**src/rtl/display_scan_ctrl.sv**
```systemverilog
// Multiplexed hex display scanner: cycles through the digits with a dwell and an
// all-off guard gap, and applies display updates only at frame boundaries.
module display_scan_ctrl #(
    parameter int NUM_DIGITS   = 4,
    parameter int DWELL_CYCLES = 100000,
    parameter int GUARD_CYCLES = 16
) (
    input  logic                    clk_i,
    input  logic                    rst_i,
    input  logic [4*NUM_DIGITS-1:0] value_i,
    input  logic                    load_i,
    input  logic [NUM_DIGITS-1:0]   digit_en_i,
    input  logic                    blank_i,
    output logic [3:0]              nibble_o,
    output logic [NUM_DIGITS-1:0]   an_o,
    output logic                    frame_o,
    output logic                    load_pending_o
);

    localparam int IW   = $clog2(NUM_DIGITS);
    localparam int TMAX = (DWELL_CYCLES > GUARD_CYCLES) ? DWELL_CYCLES : GUARD_CYCLES;
    localparam int TW   = $clog2(TMAX);
    localparam int VW   = 4 * NUM_DIGITS;

    localparam logic [TW-1:0] DWELL_LAST = TW'(DWELL_CYCLES - 1);
    localparam logic [TW-1:0] GUARD_LAST = TW'((GUARD_CYCLES > 0) ? GUARD_CYCLES - 1 : 0);
    localparam logic [IW-1:0] IDX_LAST   = IW'(NUM_DIGITS - 1);

    typedef enum logic [1:0] {
        ST_OFF,
        ST_DRIVE,
        ST_GUARD
    } state_t;

    state_t                  state_q, state_d;
    logic [IW-1:0]           idx_q, idx_d;
    logic [TW-1:0]           timer_q, timer_d;
    logic [VW-1:0]           shadow_q, shadow_d;
    logic [VW-1:0]           pending_q, pending_d;
    logic                    pend_flag_q, pend_flag_d;
    logic [NUM_DIGITS-1:0]   an_q, an_d;
    logic [3:0]              nibble_q, nibble_d;
    logic                    frame_pulse;
    logic                    last_digit;
    logic [IW-1:0]           idx_adv;
    logic [NUM_DIGITS-1:0]   digit_sel;

    assign last_digit = (idx_q == IDX_LAST);
    assign idx_adv    = last_digit ? '0 : idx_q + 1'b1;

    always_comb begin
        state_d     = state_q;
        idx_d       = idx_q;
        timer_d     = timer_q;
        shadow_d    = shadow_q;
        pending_d   = pending_q;
        pend_flag_d = pend_flag_q;
        frame_pulse = 1'b0;

        case (state_q)
            ST_OFF: begin
                state_d     = ST_DRIVE;
                idx_d       = '0;
                timer_d     = '0;
                frame_pulse = 1'b1;
            end
            ST_DRIVE: begin
                if (timer_q == DWELL_LAST) begin
                    timer_d = '0;
                    if (GUARD_CYCLES == 0) begin
                        idx_d       = idx_adv;
                        frame_pulse = last_digit;
                    end else begin
                        state_d = ST_GUARD;
                    end
                end else begin
                    timer_d = timer_q + 1'b1;
                end
            end
            ST_GUARD: begin
                if (timer_q == GUARD_LAST) begin
                    timer_d     = '0;
                    state_d     = ST_DRIVE;
                    idx_d       = idx_adv;
                    frame_pulse = last_digit;
                end else begin
                    timer_d = timer_q + 1'b1;
                end
            end
            default: begin
                state_d = ST_OFF;
                idx_d   = '0;
                timer_d = '0;
            end
        endcase

        // Blanking overrides any transition, including a frame boundary.
        if (blank_i) begin
            state_d     = ST_OFF;
            idx_d       = '0;
            timer_d     = '0;
            frame_pulse = 1'b0;
        end

        if (frame_pulse) begin
            if (load_i) begin
                shadow_d = value_i;
            end else if (pend_flag_q) begin
                shadow_d = pending_q;
            end
            pend_flag_d = 1'b0;
        end else if (load_i) begin
            pending_d   = value_i;
            pend_flag_d = 1'b1;
        end
    end

    for (genvar gi = 0; gi < NUM_DIGITS; gi++) begin : g_sel
        assign digit_sel[gi] = (idx_d == IW'(gi));
    end

    // Outputs are precomputed from the next state so the registered pins line up with it.
    always_comb begin
        an_d     = '1;
        nibble_d = nibble_q;
        if (state_d == ST_DRIVE) begin
            an_d     = ~(digit_sel & digit_en_i);
            nibble_d = shadow_d[{idx_d, 2'b00} +: 4];
        end
    end

    always_ff @(posedge clk_i) begin
        if (rst_i) begin
            state_q     <= ST_OFF;
            idx_q       <= '0;
            timer_q     <= '0;
            shadow_q    <= '0;
            pending_q   <= '0;
            pend_flag_q <= 1'b0;
            an_q        <= '1;
            nibble_q    <= '0;
        end else begin
            state_q     <= state_d;
            idx_q       <= idx_d;
            timer_q     <= timer_d;
            shadow_q    <= shadow_d;
            pending_q   <= pending_d;
            pend_flag_q <= pend_flag_d;
            an_q        <= an_d;
            nibble_q    <= nibble_d;
        end
    end

    assign nibble_o       = nibble_q;
    assign an_o           = an_q;
    assign frame_o        = frame_pulse & ~rst_i;
    assign load_pending_o = pend_flag_q;

endmodule
```
**config.mk**
```make
export PLATFORM = sky130hd
export DESIGN_NAME = display_scan_ctrl
export DESIGN_NICKNAME = d
export VERILOG_FILES = /design/src/rtl/display_scan_ctrl.sv
export SDC_FILE = /design/constraint.sdc
export NUM_CORES = 1
export LEC_CHECK = 0
export ABC_AREA = 1
export CAP_MARGIN = 25
export CORE_MARGIN = 1.5
export CORE_UTILIZATION = 56
export DETAILED_ROUTE_END_ITERATION = 10
export PLACE_DENSITY_LB_ADDON = 0.3
export SYNTH_ARGS = -nofsm -noshare
export SYNTH_HDL_FRONTEND = slang
export SYNTH_SLANG_ARGS = --single-unit
```
**constraint.sdc**
```tcl
create_clock -name clk_i -period 2.1 [get_ports clk_i]
set_clock_uncertainty 0.05 [all_clocks]
set_input_delay 0.21 -clock clk_i [delete_from_list [all_inputs] [get_ports clk_i]]
set_output_delay 0.21 -clock clk_i [all_outputs]
set_load 0.01 [all_outputs]
```
==> run_results.csv <==
group,metric,value,unit
run_status,outcome,"finished clean",
drt,ant_nets,0,
synth,synth_top_area_share,37.9,%
clocking,cts_hold_buf,0,
global_route,grt_pass1_wl,12700,µm
synth,ys_ff_latch,62,
die,core,5570,µm²
global_route,grt.overflow.total,0,
clocking,clock_path_buffers,2,
setup_path,reg2reg_depth,12,
flow_run,cap_violations,0,
setup_path,r2r-end,"pending_q[5]",
final_layout,drive_gt1_share,17.5,%
setup_path,end_kind,"primary output",
timing,tightestPinTransition,0.355,ns
final_layout,insertedDiodeCount,0,
timing,max_freq,0.510,GHz
synth,syn-num-nets,480,
min_path,min_path_cells,2,
die,num_rows,27,
timing,maxSlewHeadroom,76.3,%
clocking,cts_root_buf,"clkbuf_8",
die,initial_core_util,58.8,%
clocking,clk_latency,0.34,ns
timing,period_share,93.4,%
timing,final.setup.worst_slack,0.138,ns
placed_design,hpwlAfterDp,5140,µm
die,fp.dieW,79.5,µm
power,vdd_ir_drop_max,0.418,mV
die,ios,34,
synth,synth_top_family_by_area,"simple AND/OR/NAND/NOR gates",
clocking,numCtsBuffers,9,
synth,async_reset_ff_share,0,%
min_path,hold_path_class,"input port to flop",
min_path,worstHoldStart,"digit_en_i[3]",
clocking,cts_tree,"done",
timing,hold_viol,0,
final_layout,filler_cell_count,469,
placed_design,gp_congestion,0.901,
synth,synth_most_common_cell,"nand2_1",
timing,finalMaxSlewViolations,0,
setup_path,worstPathMaxFanout,4,
synth,synthXorXnorAreaFrac,1.87,%
synth,synth-edff-count,0,
synth,synth_cells,450,
min_path,worstHoldEndpoint,"an_o[3]",
clocking,clock_sinks,62,
synth,yosys_warnings,0,
setup_path,path_class,"flop to primary output",
clocking,path_clk_slew,0.07,ns
timing,setup_tns,0,ns
drt,firstDrtPassIters,5,
synth,syn_area_per_cell,7.28,µm²
die,dieArea,6320,µm²
global_route,grt_max_degree,51,
setup_path,cp-start-kind,"flop",
synth,ys.flop_type,"dfxtp_1",
setup_path,rrSetupSlack,0.14,ns
synth,synthSimpleGateAreaFrac,36.5,%
synth,synth_area,3280,µm²
drt,route.detailed.drc,0,
drt,vias,3025,
final_layout,areaGrowthSynthToFinish,20.2,%
drt,drt-initial-drc-count,175,
synth,muxShareOfSynthArea,4.89,%
final_layout,final_nets,516,
setup_path,rr_startpoint,"timer_q[0]",
timing,holdWs,0.323,ns
placed_design,io_buffers,33,
synth,synth_top_cell_by_area,"dfxtp_1",
synth,ys_top_cells_by_count,"100 x nand2_1, 62 x dfxtp_1, 55 x nand3_1",
synth,synthAdderAreaFrac,2.29,%
die,die_h,79.5,µm
setup_path,cp.required,1.84,ns
global_route,grt_pass1_vias,2852,
synth,yosysUniqueCellTypes,33,
setup_path,crit_arrival,1.70,ns
power,leakage,1.66,nW
global_route,antenna_found_initial,0,
timing,setup_viol,0,
synth,synth-seq-area-share,37.9,%
placed_design,dp_slack,0.0390,ns
drt,routed_wl,7470,µm
synth,synth_area_leaders,"dfxtp_1 38%, nand2_1 11%, nand3_1 8.4%",
power,power_density,723,nW/µm²
timing,rsz0062_at_grt,"true",
clocking,htree_levels,3,
timing,period_needed,1.96,ns
global_route,grt_util_all_layers,25.7,%
drt,wl_per_cell,13.3,µm
drt,post_drt_via_cell_ratio,5.37,
synth,synth_compound_area_share,9.35,%
==> how the worst max path moves through the flow <==
stage | from | endpoint | slack [ns] | cells after the start
floorplan | timer_q[0] | frame_o | 0.31 | 11
global placement | timer_q[0] | frame_o | 0.07 | 10
detailed placement | timer_q[0] | frame_o | 0.04 | 10
CTS | timer_q[0] | frame_o | 0.007 | 10
global route | timer_q[0] | nibble_o[1] | -0.01 | 16
finish | timer_q[0] | frame_o | 0.14 | 10
==> logic make-up after synthesis <==
kind of cell             after synthesis
AO/OA/AOI/OAI                         60
XOR/XNOR                               7
adder cells (fa/ha/maj)                6
buffers and inverters                 51
flip-flops                            62
multiplexers                          16
AND/OR/NAND/NOR                      248
==> state kept, by name (all words and copies together), names as in the netlist <==
name / count
timer_q: 17
pending_q: 16
shadow_q: 16
an_o: 4
nibble_o: 4
idx_q: 2
state_q: 2
load_pending_o: 1
==> worst max-delay path, cell delays in order (launching register included) <==
cell and delay (ns):
dfxtp_2 0.34, ha_2 0.17, nand2_1 0.08, inv_2 0.07, nand2_2 0.06, inv_2 0.08, nand4_1 0.11, nand2_2 0.12
nand2_4 0.07, nor2_2 0.12, buf_2 0.15
==> layout make-up <==
cell class,count,area (µm²),share of cell area [%]
sequential,62,1240,31.6
tap,72,90.1,2.29
inverter,31,116,2.95
clock buffer,10,138,3.49
timing repair buffer,45,432,11.0
multi-input combinational,337,1810,46.0
clock inverter,6,109,2.76
==> stage by stage <==
stage / utilization (%) / cells / area (µm²) / total power [W]
4_1_cts: 70.5 / 563 / 3930 / 0.00285
2_1_floorplan: - / 450 / 3280 / 0.00145
6_report: 70.7 / 563 / 3940 / 0.00285
3_3_place_gp: 66.0 / 547 / 3680 / 0.00156
3_5_place_dp: 66.0 / 547 / 3680 / 0.00156
5_1_grt: 70.7 / 563 / 3940 / 0.00295
==> layer usage <==
| metal | GRT usage (%) | routed length [µm] |
|---|---|---|
| met2 | 40.7 | 3400 |
| met3 | 5.03 | 382 |
| met4 | 11.6 | 148 |
| met5 | 0 | 0 |
| met1 | 33.7 | 3540 |
==> cell usage in the layout (no fill, tap or decap), types with 6 or more instances in the layout <==
cell             Yosys  routed
clkbuf_8             0      10
inv_1               21      20
nand2_1            100     100
xor2_1               6       6
dfxtp_1             62      60
buf_4                3      10
clkdlybuf4s50_1      0      32
inv_2                9      10
nand3_1             55      55
nor2_2               8       9
o21ai_0             22      22
a21oi_1             34      34
mux2i_1             16      16
nand2_2             18      17
nor2_1              42      41
==> report_power, final <==
part / total (W) / internal (W) / leakage, nW / switching [W]
logic: 0.000302 / 0.000136 / 1.03 / 0.000166
clock network: 0.00131 / 0.000818 / 0.126 / 0.000488
registers: 0.00124 / 0.00122 / 0.506 / 0.0000224
==> what timing repair did <==
item,in CTS,in global routing
endpoints found under the setup margin,1,14
resized for setup,4,8
pin swaps,0,1
setup buffers,0,1
Power figures use the tool's default switching activity.
